### src/rtl/hack_cpu_mc.sv
// Multi-cycle Hack-ISA core with req/ack instruction and data buses.
// One instruction walks FETCH -> EXEC -> (READ) -> (WRITE) and commits
// A/D/pc/retired in a single cycle. Wait states on either bus stretch the
// state that owns the request. A jump onto itself, or back onto the
// @target that loaded A, parks the core in HALT until reset.
module hack_cpu_mc #(
  parameter int                DATA_W       = 16,
  parameter int                ADDR_W       = 15,
  parameter logic [ADDR_W-1:0] RESET_VECTOR = '0
) (
  input  logic              clk,
  input  logic              reset,
  output logic              instr_req,
  output logic [ADDR_W-1:0] instr_addr,
  input  logic [DATA_W-1:0] instr_data,
  input  logic              instr_valid,
  output logic              mem_rd,
  output logic              mem_we,
  output logic [ADDR_W-1:0] mem_addr,
  output logic [DATA_W-1:0] mem_wdata,
  input  logic [DATA_W-1:0] mem_rdata,
  input  logic              mem_ack,
  output logic [ADDR_W-1:0] pc,
  output logic              halt,
  output logic [31:0]       retired
);

  typedef enum logic [2:0] {
    S_FETCH = 3'd0,
    S_EXEC  = 3'd1,
    S_READ  = 3'd2,
    S_WRITE = 3'd3,
    S_HALT  = 3'd4
  } state_t;

  state_t            state;
  state_t            next_state;
  logic [DATA_W-1:0] a_reg;
  logic [DATA_W-1:0] d_reg;
  logic [DATA_W-1:0] ir;
  logic [DATA_W-1:0] res_reg;
  logic              prev_a;

  logic              commit;
  logic              load_ir;
  logic              load_res;

  logic              is_c;
  logic              use_m;
  logic              dest_a;
  logic              dest_d;
  logic              dest_m;
  logic [DATA_W-1:0] imm;
  logic [DATA_W-1:0] alu_y;
  logic [DATA_W-1:0] alu_out;
  logic [DATA_W-1:0] commit_res;
  logic              zr;
  logic              ng;
  logic              do_jump;
  logic [ADDR_W-1:0] target;
  logic [ADDR_W-1:0] pc_inc;
  logic [ADDR_W-1:0] pc_dec;
  logic              halt_hit;

  // Standard Hack ALU: optional zero/invert on each operand, add or and,
  // optional invert of the result. Addition wraps at DATA_W bits.
  function automatic logic [DATA_W-1:0] hack_alu(
    input logic [DATA_W-1:0] x_in,
    input logic [DATA_W-1:0] y_in,
    input logic [5:0]        ctl
  );
    logic [DATA_W-1:0] x;
    logic [DATA_W-1:0] y;
    logic [DATA_W-1:0] o;
    x = ctl[5] ? '0 : x_in;
    x = ctl[4] ? ~x : x;
    y = ctl[3] ? '0 : y_in;
    y = ctl[2] ? ~y : y;
    o = ctl[1] ? (x + y) : (x & y);
    o = ctl[0] ? ~o : o;
    return o;
  endfunction

  // Instruction field decode; only ir[12:0] carries C-instruction fields.
  assign is_c   = ir[DATA_W-1];
  assign use_m  = ir[12];
  assign dest_a = ir[5];
  assign dest_d = ir[4];
  assign dest_m = ir[3];
  assign imm    = {1'b0, ir[DATA_W-2:0]};

  // The M operand is only live during READ; otherwise the ALU sees A.
  // A result parked for WRITE is committed from res_reg.
  assign alu_y      = (state == S_READ) ? mem_rdata : a_reg;
  assign alu_out    = hack_alu(d_reg, alu_y, ir[11:6]);
  assign commit_res = (state == S_WRITE) ? res_reg : alu_out;

  assign zr       = (commit_res == '0);
  assign ng       = commit_res[DATA_W-1];
  assign do_jump  = is_c & ((ir[2] & ng) | (ir[1] & zr) | (ir[0] & ~zr & ~ng));
  assign target   = a_reg[ADDR_W-1:0];
  assign pc_inc   = pc + ADDR_W'(1);
  assign pc_dec   = pc - ADDR_W'(1);
  assign halt_hit = do_jump & ((target == pc) | ((target == pc_dec) & prev_a));

  // Bus requests are gated by reset so they drop the instant reset asserts.
  assign instr_req  = reset & (state == S_FETCH);
  assign mem_rd     = reset & (state == S_READ);
  assign mem_we     = reset & (state == S_WRITE);
  assign instr_addr = pc;
  assign mem_addr   = a_reg[ADDR_W-1:0];
  assign mem_wdata  = res_reg;
  assign halt       = (state == S_HALT);

  // State register.
  always_ff @(posedge clk or negedge reset) begin
    if (!reset) begin
      state <= S_FETCH;
    end else begin
      state <= next_state;
    end
  end

  // Next-state logic and per-cycle strobes for the datapath.
  always_comb begin
    next_state = state;
    commit     = 1'b0;
    load_ir    = 1'b0;
    load_res   = 1'b0;
    case (state)
      S_FETCH: begin
        if (instr_valid) begin
          load_ir    = 1'b1;
          next_state = S_EXEC;
        end
      end
      S_EXEC: begin
        if (!is_c) begin
          commit     = 1'b1;
          next_state = S_FETCH;
        end else if (use_m) begin
          next_state = S_READ;
        end else if (dest_m) begin
          load_res   = 1'b1;
          next_state = S_WRITE;
        end else begin
          commit     = 1'b1;
          next_state = S_FETCH;
        end
      end
      S_READ: begin
        if (mem_ack) begin
          if (dest_m) begin
            load_res   = 1'b1;
            next_state = S_WRITE;
          end else begin
            commit     = 1'b1;
            next_state = S_FETCH;
          end
        end
      end
      S_WRITE: begin
        if (mem_ack) begin
          commit     = 1'b1;
          next_state = S_FETCH;
        end
      end
      S_HALT: begin
        next_state = S_HALT;
      end
      default: begin
        next_state = S_FETCH;
      end
    endcase
    if (commit && halt_hit) begin
      next_state = S_HALT;
    end
  end

  // Architectural state: instruction latch and the single-cycle commit.
  always_ff @(posedge clk or negedge reset) begin
    if (!reset) begin
      pc      <= RESET_VECTOR;
      a_reg   <= '0;
      d_reg   <= '0;
      ir      <= '0;
      retired <= '0;
      prev_a  <= 1'b0;
    end else begin
      if (load_ir) begin
        ir <= instr_data;
      end
      if (commit) begin
        retired <= retired + 32'd1;
        prev_a  <= ~is_c;
        pc      <= do_jump ? target : pc_inc;
        if (!is_c) begin
          a_reg <= imm;
        end else begin
          if (dest_a) begin
            a_reg <= commit_res;
          end
          if (dest_d) begin
            d_reg <= commit_res;
          end
        end
      end
    end
  end

  // Result held for the WRITE state; it is always loaded before use.
  always_ff @(posedge clk) begin
    if (load_res) begin
      res_reg <= alu_out;
    end
  end

endmodule

### config.mk
export PLATFORM = sky130hd
export DESIGN_NAME = hack_cpu_mc
export DESIGN_NICKNAME = d
export VERILOG_FILES = /design/src/rtl/hack_cpu_mc.sv
export SDC_FILE = /design/constraint.sdc
export NUM_CORES = 1
export LEC_CHECK = 0
export BUFFER_PORTS_ARGS = -buffer_cell sky130_fd_sc_hd__buf_2
export CAP_MARGIN = 20
export CORE_ASPECT_RATIO = 1.5
export CORE_MARGIN = 2
export CORE_UTILIZATION = 57
export CTS_CLUSTER_SIZE = 8
export DETAILED_ROUTE_END_ITERATION = 10
export HOLD_SLACK_MARGIN = 0.1
export PLACE_DENSITY = 0.92
export SYNTH_ARGS = -nofsm -noshare
export SYNTH_HDL_FRONTEND = slang
export SYNTH_SLANG_ARGS = --single-unit
### constraint.sdc
create_clock -name clk -period 8.1 [get_ports clk]
set_input_delay 0.81 -clock clk [delete_from_list [all_inputs] [get_ports clk]]
set_output_delay 0.81 -clock clk [all_outputs]
set_load 0.005 [all_outputs]
### Word-level counts from Yosys, hierarchy flattened

Cells that the tools add are included.

| word-level totals | value |
|---|---|
| output and inout bits | 97 |
| bits in registers | 115 |
| logic and storage cells | 80 |
| input port bits | 36 |

| cells by class | value |
|---|---|
| equal/unequal tests | 10 |
| multiplexer cells | 32 |
| $add $sub $neg | 4 |
| reductions and logical operators | 6 |
| bitwise logic cells | 20 |

Operator list:

| operator | number |
|---|---|
| $mux W16 | 10 |
| $not A16 Y16 | 3 |
| $add A32 B1 Y32 const B | 1 |
| $eq A15 B15 Y1 | 2 |
| $add A16 B16 Y16 | 1 |
| $and A16 B16 Y16 | 1 |
| $logic_not A16 Y1 | 1 |
| $add A15 B1 Y15 const B | 1 |
| $mux W15 | 1 |
| $pmux W3 S5 | 1 |
| $sub A15 B1 Y15 const B | 1 |
| $mux W3 | 4 |
| $mux W1 | 11 |
| $and A1 B1 Y1 | 10 |
| $ne A3 B2 Y1 const B | 3 |
| $eq A3 B2 Y1 const B | 2 |
| $mux W2 | 3 |
| $reduce_and A3 Y1 | 2 |
| $eq A3 B1 Y1 const B | 1 |
| $eq A3 B3 Y1 const B | 1 |
| $logic_not A3 Y1 | 1 |
| $not A1 Y1 | 3 |
| $or A1 B1 Y1 | 3 |
| $pmux W1 S3 | 1 |
| other kinds (4) | 4 |

### Logic depth before layout (Yosys ltp)

Gate-level depths: netlist of run 1.

| logic depth | value |
|---|---|
| depth after elaboration | 20 |
| depth in mapped cells | 22 |
| gate-level depth less buffers | 17 |

### Worst setup path after synthesis of run 1

OpenSTA, ideal clock, no wires.

| path | value |
|---|---|
| path kind | register to register |
| start point | reg state[1] |
| end point | reg pc[10], in the netlist instr_addr[10] |
| slack | 2.414 ns |
| stages on the path, launching flop included | 23 |
| arrival | 5.606 ns |
| setup time | 0.080 ns |
| required time | 8.020 ns |
| clock period less this slack | 5.686 ns |
| buffers on the path | 5 |
| cells stage by stage | dfrtp_1 clkbuf_1 inv_1 nor3_1 clkbuf_1 nand2_1 a21oi_1 xor2_1 ha_1 fa_1 a211oi_1 o2111a_1 nor3_2 xnor2_1 mux2_2 or4_1 or4_1 or4_1 buf_2 and2_1 buf_6 buf_6 o211ai_2 |

| on the way | value |
|---|---|
| cells in the longest elaborated chain, start to end | 17 |
| elaborated cells on any way between the ends | 25 |
| those cells by class | 1 x add/sub; 3 x eq/ne; 8 x mux; 12 x bitwise; 1 x reduce/logical |

Ends and longest elaborated chain:

| element | RTL line | text |
|---|---|---|
| start: declaration | 36 | `state_t state;` |
| start signal: assignment | 120 | `state <= next_state;` |
| $eq A3 B2 Y1 * | 94 | `assign alu_y = (state == S_READ) ? mem_rdata : a_reg;` |
| $mux W16 * | 94 |  |
| $mux W16 * | 77 | `y = ctl[3] ? '0 : y_in;` |
| $not A16 Y16 | 78 | `y = ctl[2] ? ~y : y;` |
| $mux W16 * | 78 |  |
| $add A16 B16 Y16 / $and A16 B16 Y16 (equally long branches) | 79 | `o = ctl[1] ? (x + y) : (x & y);` |
| $mux W16 * | 79 |  |
| $not A16 Y16 | 80 | `o = ctl[0] ? ~o : o;` |
| $mux W16 * | 80 |  |
| net alu_out[6] | 55 | `logic [DATA_W-1:0] alu_out;` |
| $mux W16 * | 96 | `assign commit_res = (state == S_WRITE) ? res_reg : alu_out;` |
| $logic_not A16 Y1 * | 98 | `assign zr = (commit_res == '0);` |
| $not A1 Y1 | 100 | `assign do_jump = is_c & ((ir[2] & ng) \| (ir[1] & zr) \| (ir[0] & ~zr & ~ng));` |
| $and A1 B1 Y1 (2 in a row) | 100 |  |
| $or A1 B1 Y1 * | 100 |  |
| $and A1 B1 Y1 * | 100 |  |
| $mux W15 * | 196 | `pc <= do_jump ? target : pc_inc;` |
| end signal: assignment | 196 |  |
| end: declaration | 23 | `output logic [ADDR_W-1:0] pc,` |

Mark *: on every way through the listed nets, which the timed path passes. The rest lies on a longest branch.
A chain may end at the register's enable or synchronous reset.

### Worst setup path in the final report of run 1

| path | value |
|---|---|
| start point | reg state[0] |
| end point | reg state[2] |

| on the way | value |
|---|---|
| cells in the longest elaborated chain, start to end | 20 |
| elaborated cells on any way between the ends | 34 |
| those cells by class | 1 x add/sub; 7 x eq/ne; 9 x mux; 13 x bitwise; 4 x reduce/logical |

Ends and longest elaborated chain:

| element | RTL line | text |
|---|---|---|
| $eq A3 B2 Y1 * | 94 |  |
| $mux W16 * | 94 |  |
| $mux W16 * | 77 |  |
| $not A16 Y16 | 78 |  |
| $mux W16 * | 78 |  |
| $add A16 B16 Y16 / $and A16 B16 Y16 (equally long branches) | 79 |  |
| $mux W16 * | 79 |  |
| $not A16 Y16 | 80 |  |
| (+1 left out) | n/a |  |
| net alu_out[13] | 55 |  |
| (+2 left out) | n/a |  |
| $not A1 Y1 | 100 |  |
| $and A1 B1 Y1 (2 in a row) | 100 |  |
| $or A1 B1 Y1 * | 100 |  |
| $and A1 B1 Y1 * | 100 |  |
| $and A1 B1 Y1 * | 104 | `assign halt_hit = do_jump & ((target == pc) \| ((target == pc_dec) & prev_a));` |
| $logic_and A1 B1 Y1 * | 175 | `if (commit && halt_hit) begin` |
| $ne A3 B2 Y1 (no line) | n/a |  |
| $reduce_and A3 Y1 (no line) | n/a |  |

Marked as above.

==> impl_metrics.tcl, run 1 <==
set metrics [dict create \
    worstPathRequired_ps 8430 \
    cts_root_buf "clkbuf_16" \
    muxShareOfSynthArea_pct 4.80 \
    synthFlopType "dfrtp_1" \
    synthAdderAreaFrac_pct 3.09 \
    yosys.area_share.simple_pct 22.6 \
    diodes 0 \
    fin_area_mm2 0.00949 \
    drcViolationCount 0 \
    grt_pass1_wl_mm 39.3 \
    setup_viol 0 \
    drt_iter0_drc 758 \
    area.growth.synth_to_final_pct 13.9 \
    fin_cells 1249 \
    rsz0062_at_grt "false" \
    arrival_ps 6650 \
    track_usage_pct 32.0 \
    io_buffers 132 \
    largest_register_ffs 32 \
    max_flop_register "retired" \
    cts_resized 0 \
    die_x_um 103 \
    synth_nets 1027 \
    hold_viol 0 \
    synth_edf_count 16 \
    boundaryPins 133 \
    die_y_um 152 \
    globalRouteOverflowTotal 0 \
    design.core.area_mm2 0.0144 \
    ys_warn_count 0 \
    yosysUniqueCellTypes 68 \
    syn_area_per_cell_um2 8.58 \
    routabilityCongestion 0.981 \
    met2_usage_pct 53.1 \
    post_cts_buffers 0 \
    synth-xor-area-share_pct 10.8 \
    place_area_mm2 0.00885 \
    fin_crit_sh_pct 78.1 \
    synth_compound_area_share_pct 16.5 \
    htreeDepth 4 \
    path_max_fanout 17 \
    worstHoldPathType "input pin to async pin" \
    grtUsageMet3_pct 6.76 \
    seq_area_frac_synth_pct 35.5 \
    gr-usage-met1_pct 35.8 \
    layout_min_cycle_time_ps 6320 \
    mostFrequentLayoutCells "buf_2, nand2_1, dfrtp_1, a21oi_1, xnor2_1" \
    via_count 7945 \
    cts_buffers 17 \
    synthArstFlopShare_pct 86.1 \
    ys_top_cells_by_area "dfrtp_1, xnor2_1, nand2_1" \
    post_drt_wl_per_cell_um 19.8 \
    end_kind "register" \
    dieArea_mm2 0.0156 \
    start_util_pct 57.9 \
    placedCellCount 1215 \
    maxSlewHeadroom_pct 31.2 \
    synth_top_area_cell "dfrtp_1" \
    drive_gt1_share_pct 20.5 \
    cts_tree "yes" \
    wl_mm 24.7 \
    fin_tns_setup_ps 0 \
    hpwl_mm 17.6 \
    num-nets-final 1096 \
    grt_pass1_vias 7713 \
    synthesis.area_mm2 0.00833 \
    layout_commonest_cell "buf_2" \
    status "finished clean" \
    synth_top_family_by_area "simple AND/OR/NAND/NOR gates" \
    synthCells 971 \
    worstMarginPinSlew_ps 1030 \
    path_clk_slew_ps 70 \
    finClkSkew_ps 11.7 \
    busiest_layer "met2" \
    synth_top_area_share_pct 29.7 \
    maxCapViolCount 0 \
    worstSetupStartpointType "register" \
    first_pass_iters 6 \
    crit_type "register to register" \
    clk_latency_ps 430 \
    cts_buffer_depth 2 \
    numClockSinks 115 \
    final_max_slew_viol_count 0 \
    postSynthRegisterBits 115 \
    postRouteAntennaNets 0 \
    vias_per_cell 6.36 \
    max_freq_mhz 158 \
    rows 54 \
    antenna_found_initial 0 \
    grt_max_degree 75 \
    hold_buffers 0 \
]
-- critical path: stages, from the launching register on --
cell and delay, ps:
dfrtp_1 580, nor2_1 140, nand2_1 420, nand2_1 100, a21oi_1 180, xor2_1 260, ha_1 300, a211oi_1 470
o21ai_0 290, a21o_1 250, a2111oi_0 560, xor2_1 160, mux2_2 320, or4_1 500, or4_1 800, and2_1 560
o31ai_1 320
-- area by class of cell --
class,instances,area (um2)
multi-input combinational,744,4840
inverter,17,63.8
tap,196,245
sequential,115,2960
clock inverter,15,180
clock buffer,17,425
fill,1156,4900
timing repair buffer,145,781
-- synthesized netlist by cell type (4+ instances only) --
cell type / instances
o21a_1: 4
edfxtp_1: 16
mux2_2: 16
o21ai_0: 48
or2_2: 4
nor3b_1: 10
a21o_1: 5
o31ai_1: 4
o22a_1: 4
inv_1: 17
and3_1: 15
or3_1: 7
dfrtp_1: 99
nand3_1: 39
nor4_1: 8
o211ai_2: 11
ha_1: 19
nor2b_1: 9
nand2_1: 130
o211ai_1: 22
xor2_1: 46
mux2i_1: 22
or4_1: 5
xnor2_1: 57
nand4_1: 13
a211oi_1: 6
buf_4: 30
and2_1: 16
nor3_1: 27
a21oi_1: 58
nor2_1: 53
nand3b_1: 7
buf_2: 4
a311oi_1: 4
a31oi_1: 7
nand2b_1: 24
clkbuf_1: 55
buf_1: 4
-- final timing paths --
check	from	endpoint	slack (ps)	cells past startpoint
setup / recovery	state[0]	state[2]	1780	16
hold / removal	reset	retired[31]	290	1
setup reg to reg	state[0]	state[2]	1780	16
hold reg to reg	d_reg[10]	d_reg[10]	480	2
max in group asynchronous	reset	a_reg[7]	6530	2
min in group clk	d_reg[10]	d_reg[10]	480	2
-- per-stage QoR --
| stage | setup slack, ps | hold slack, ps | utilization (%) |
|---|---|---|---|
| floorplan | 2410 | 447 | - |
| global placement | 1980 | 454 | 61.5 |
| detailed placement | 1870 | 459 | 61.5 |
| CTS | 1830 | 305 | 65.7 |
| global route | 1270 | 316 | 66.0 |
| finish | 1780 | 289 | 66.0 |
-- routing by layer --
layer | up-vias | wire length, um | part of all wire (%)
li1 | 3547 | - | -
met1 | 3796 | 8820 | 36
met2 | 447 | 12100 | 49
met3 | 155 | 1740 | 7.0
met4 | 0 | 2000 | 8.1
met5 | - | 0 | 0
-- cell families (layout without fill, tap and decap cells) --
family | count (synthesis) | count (layout)
buf+inv | 112 | 194
flops | 115 | 115
xor+xnor | 103 | 103
fa+ha+maj | 20 | 20
mux | 38 | 38
simple gates | 378 | 378
compound gates | 205 | 205
Power of run 1 is left out: the tool's default activity adds up to more than one toggle a clock period on the data nets, which glitch-free logic cannot reach.
==> run 2: changes to the inputs <==
==> constraint.sdc (replaced) <==
create_clock -name clk -period 6 [get_ports clk]
set_input_delay 0.6 -clock clk [delete_from_list [all_inputs] [get_ports clk]]
set_output_delay 0.6 -clock clk [all_outputs]
set_load 0.005 [all_outputs]
==> impl_metrics.tcl, run 2 (synthesis gave the netlist of run 1 again) <==
set metrics [dict create \
    worstPathRequired_ps 6340 \
    drive_gt1_share_pct 21.8 \
    status "finished clean" \
    num-nets-final 1109 \
    drt_iter0_drc 799 \
    htreeDepth 4 \
    finClkSkew_ps 12.0 \
    via_count 8036 \
    layout_min_cycle_time_ps 5680 \
    globalRouteOverflowTotal 0 \
    final_max_slew_viol_count 0 \
    io_buffers 132 \
    die_x_um 103 \
    slowest_delay_ps 540 \
    grt_pass1_wl_mm 40.4 \
    wl_mm 25.7 \
    grt_pass1_vias 7810 \
    pre_cts_slack_ps 232 \
    mostFrequentLayoutCells "buf_2, nand2_1, dfrtp_1, a21oi_1, xnor2_1" \
    antenna_found_initial 0 \
    drcViolationCount 0 \
    fin_tns_setup_ps 0 \
    first_pass_iters 5 \
    routabilityCongestion 1.04 \
    crit_type "register to register" \
    path_cells "nor2_1, nand2_2, nand2_1, a21oi_1, xor2_1, ha_1, fa_1, a211oi_1, o2111a_1, nor3_2, xnor2_1, mux2_2, or4_1, or4_1, or4_1, and2_2, o31ai_1" \
    hpwl_mm 17.7 \
    hold_viol 0 \
    post_drt_wl_per_cell_um 20.4 \
    rsz0062_at_grt "false" \
    crit_path_frequent_cell "or4_1" \
    clk_latency_ps 440 \
    design.core.area_mm2 0.0144 \
    maxSlewHeadroom_pct 36.3 \
    cts_root_buf "clkbuf_16" \
    critical-path-slowest-cell "or4_1" \
    grt_max_degree 54 \
    fin_ws_ps 322 \
    path_max_fanout 16 \
    layout_commonest_cell "buf_2" \
    fillers 1103 \
    boundaryPins 133 \
    path_clk_slew_ps 60 \
    r2r_slack_ps 320 \
    end_kind "register" \
    max_flop_register "retired" \
    max_freq_mhz 176 \
    crit_path_start "state[0]" \
    track_usage_pct 33.4 \
    postRouteAntennaNets 0 \
    numClockSinks 115 \
    maxCapViolCount 0 \
    whs_ps 177 \
    diodes 0 \
    dieArea_mm2 0.0156 \
    arrival_ps 6020 \
    reg2reg_depth 17 \
    cts_tree "yes" \
    setup_viol 0 \
    area.growth.synth_to_final_pct 14.8 \
    worstHoldPathType "input pin to async pin" \
    cts_buffers 17 \
    hold_buffers 0 \
    fin_crit_sh_pct 94.6 \
    rows 54 \
    vias_per_cell 6.37 \
    cts_buffer_depth 2 \
    start_util_pct 57.9 \
    worstMarginPinSlew_ps 953 \
    r2r-start "state[0]" \
    worstSetupStartpointType "register" \
    die_y_um 152 \
    largest_register_ffs 32 \
    postLayoutCoreUtil_pct 66.5 \
    r2r_end "state[2]" \
    endpoint "state[2]" \
]
run 2: cell count changes in the layout (fill, tap and decap cells not counted), sizes merged:
cell / previous run / this run
clkinvlp: 1 / 2
bufinv: 2 / 1
inv: 29 / 28
buf: 145 / 158
clkinv: 0 / 1
run 2: timing repair:
item / 4_1_cts / 5_1_grt
endpoints found under the setup margin: 0 / 16
gates resized for setup: 0 / 3
buffers inserted: 0 / 0
run 2: through the flow:
step | cell area, um2 | instances
floorplan | 8330 | 971
global placement | 8950 | 1228
detailed placement | 8950 | 1228
CTS | 9540 | 1260
global route | 9560 | 1262
finish | 9560 | 1262
run 2: final cells by class:
type / instances / area [um2] / share of cell area (%)
clock buffer: 17 / 425 / 4.45
tap: 196 / 245 / 2.56
sequential: 115 / 2960 / 30.9
multi-input combinational: 744 / 4850 / 50.7
clock inverter: 15 / 160 / 1.67
timing repair buffer: 158 / 862 / 9.01
inverter: 17 / 63.8 / 0.667
run 2: how the worst min path moves through the flow:
stage | from | endpoint | slack, ps | cells past startpoint
after floorplan | reset | a_reg[0] | 300 | 0
after global placement | retired[31] | retired[31] | 450 | 1
after detailed placement | retired[28] | retired[28] | 470 | 1
after CTS | reset | retired[17] | 200 | 1
after global routing | reset | retired[17] | 220 | 1
final | reset | retired[17] | 180 | 1
run 2: metal layers:
metal | GRT usage, % | routed length (um) | up-vias
met4 | 24.4 | 2200 | 0
li1 | - | - | 3574
met3 | 6.62 | 1910 | 174
met5 | 0 | 0 | -
met2 | 54.7 | 12800 | 483
met1 | 37.7 | 8860 | 3805
run 2: critical path: cells and delay by family, from the launching register on:
kind | cells | cell delay, ps
simple gates | 8 | 2660
compound gates | 4 | 1070
mux | 1 | 310
flops | 1 | 510
fa+ha+maj | 2 | 710
xor+xnor | 2 | 300
Power of run 2 is left out for the same reason.
==> run 3: changes to the inputs <==
--- a/config.mk
+++ b/config.mk
@@ -5,11 +5,13 @@
 export SDC_FILE = /design/constraint.sdc
 export NUM_CORES = 1
 export LEC_CHECK = 0
+export ABC_AREA = 1
 export BUFFER_PORTS_ARGS = -buffer_cell sky130_fd_sc_hd__buf_2
 export CAP_MARGIN = 20
 export CORE_ASPECT_RATIO = 1.5
 export CORE_MARGIN = 2
 export CORE_UTILIZATION = 57
+export CTS_BUF_LIST = sky130_fd_sc_hd__clkbuf_4 sky130_fd_sc_hd__clkbuf_8 sky130_fd_sc_hd__clkbuf_16
 export CTS_CLUSTER_SIZE = 8
 export DETAILED_ROUTE_END_ITERATION = 10
 export HOLD_SLACK_MARGIN = 0.1
==> impl_metrics.tcl, run 3 <==
set metrics [dict create \
    status "finished clean" \
    crit_type "register to register" \
    synth_nets 1198 \
    hold_viol 0 \
    hpwl_mm 17.8 \
    worstSetupStartpointType "register" \
    synth_edf_count 16 \
    vias_per_cell 5.77 \
    ys_top_cells_by_area "dfrtp_1, nand2_1, xor2_1" \
    track_usage_pct 32.2 \
    antenna_found_initial 0 \
    rows 54 \
    syn_area_per_cell_um2 7.30 \
    io_buffers 132 \
    worstHoldPathType "input pin to async pin" \
    final_max_slew_viol_count 0 \
    yosysUniqueCellTypes 46 \
    mostFrequentLayoutCells "nand2_1, inv_1, buf_2, nand3_1, dfrtp_1" \
    synthArstFlopShare_pct 86.1 \
    post_drt_wl_per_cell_um 17.3 \
    postRouteAntennaNets 0 \
    drt_iter0_drc 690 \
    end_kind "register" \
    die_y_um 152 \
    boundaryPins 133 \
    cts_root_buf "clkbuf_16" \
    cts_tree "yes" \
    synthFlopType "dfrtp_1" \
    ys_warn_count 0 \
    dieArea_mm2 0.0156 \
    layout_min_cycle_time_ps 4690 \
    largest_register_ffs 32 \
    globalRouteOverflowTotal 0 \
    synth_top_area_share_pct 29.7 \
    routabilityCongestion 0.998 \
    cts_buffer_depth 2 \
    diodes 0 \
    r2r_end "instr_addr[6]" \
    rsz0062_at_grt "false" \
    path_clk_slew_ps 70 \
    die_x_um 103 \
    synthCells 1142 \
    maxSlewHeadroom_pct 27.8 \
    grt_pass1_wl_mm 39.3 \
    seq_area_frac_synth_pct 35.5 \
    max_flop_register "retired" \
    grt_max_degree 61 \
    num-nets-final 1282 \
    start_util_pct 57.7 \
    first_pass_iters 6 \
    reg2reg_depth 25 \
    htreeDepth 4 \
    cts_buffers 17 \
    layout_commonest_cell "nand2_1" \
    setup_viol 0 \
    worstPathRequired_ps 6290 \
    path_max_fanout 34 \
    cts_resized 0 \
    post_cts_buffers 0 \
    r2r_slack_ps 1310 \
    fin_crit_sh_pct 78.1 \
    postSynthRegisterBits 115 \
    grt_pass1_vias 7981 \
    numClockSinks 115 \
    arrival_ps 4980 \
    clk_latency_ps 430 \
    drcViolationCount 0 \
    drive_gt1_share_pct 18.5 \
    r2r-start "state[2]" \
    area.growth.synth_to_final_pct 13.5 \
    maxCapViolCount 0 \
    design.core.area_mm2 0.0145 \
    netlist_top_cells_count "nand2_1, inv_1, nand3_1" \
    yosys.cell_count.top_type "nand2_1" \
    via_count 8276 \
    fillers 1174 \
    fin_tns_setup_ps 0 \
    synth_top_area_cell "dfrtp_1" \
    wl_mm 24.8 \
    synthesis.area_mm2 0.00834 \
    worstMarginPinSlew_ps 1080 \
    hold_buffers 0 \
    max_freq_mhz 213 \
    finClkSkew_ps 12.3 \
]
==> run 3: cell types whose count changed after synthesis, sizes merged, moves of 11 or more <==
cell,previous run,this run
nor3,28,17
and3,15,0
clkbuf,55,30
xor2,46,79
o211ai,33,9
nand2b,24,0
nand3,39,115
mux2i,22,0
inv,17,150
a21oi,58,40
or2,4,15
nor2,53,73
xnor2,57,21
nand2,130,298
==> run 3: critical path, cell delays in order (launching register included) <==
cell and delay (ps):
dfrtp_1 460, nor3_1 190, inv_1 400, a21oi_1 290, o21ai_0 130, xor2_1 200, ha_1 260, fa_1 420
nand3_1 100, nand3_1 110, nand3_1 170, nand3_1 100, nand2_1 80, nand3_1 100, nand3_1 110, nand3_1 90
nand2_1 150, nand2_1 110, nor2_2 180, nand3_1 110, nand2_2 100, nand3_4 180, nand2_4 270, nand2_2 60
nand3_1 80, nand2_1 90
==> run 3: kinds of logic after synthesis <==
| group | share of synthesized area, % |
|---|---|
| flops | 35.5 |
| compound gates | 7.68 |
| fa+ha+maj | 3.09 |
| buf+inv | 12.1 |
| simple gates | 30.3 |
| xor+xnor | 10.5 |
| mux | 0.810 |
==> run 3: metrics by stage <==
step                      utilization, %  std cells  hold slack (ps)  cell area [um2]  setup WS [ps]
after floorplan                        -       1142              304             8340           2320
after global placement              61.3       1403              453             8860           1650
after detailed placement            61.3       1403              463             8860           1590
after CTS                           65.5       1435              172             9470           1450
after global routing                65.5       1435              198             9470            898
final                               65.5       1435              166             9470           1310
==> run 3: area by class of cell <==
| type | count | area (um2) | area share (%) |
|---|---|---|---|
| Tap cell | 196 | 245 | 2.59 |
| Multi-Input combinational cell | 801 | 4370 | 46.2 |
| Clock buffer | 17 | 425 | 4.49 |
| Timing Repair Buffer | 139 | 716 | 7.56 |
| Sequential cell | 115 | 2960 | 31.2 |
| Inverter | 152 | 571 | 6.02 |
| Clock inverter | 15 | 184 | 1.94 |
==> run 3: worst max path at each step <==
stage               startpoint            end  slack, ps
global route          state[2]       state[2]        900
CTS                   state[2]       state[2]       1450
detailed placement    state[1]  instr_addr[1]       1590
floorplan             state[2]  instr_addr[6]       2320
finish                state[2]  instr_addr[6]       1310
global placement      state[2]       state[2]       1650
==> run 3: per-layer routing <==
layer / GRT usage (%) / share of wire, %
met2: 53.3 / 50
met5: 0 / 0
met1: 36.7 / 35
met3: 5.50 / 7.6
met4: 23.1 / 7.6
Power of run 3 is left out for the same reason.
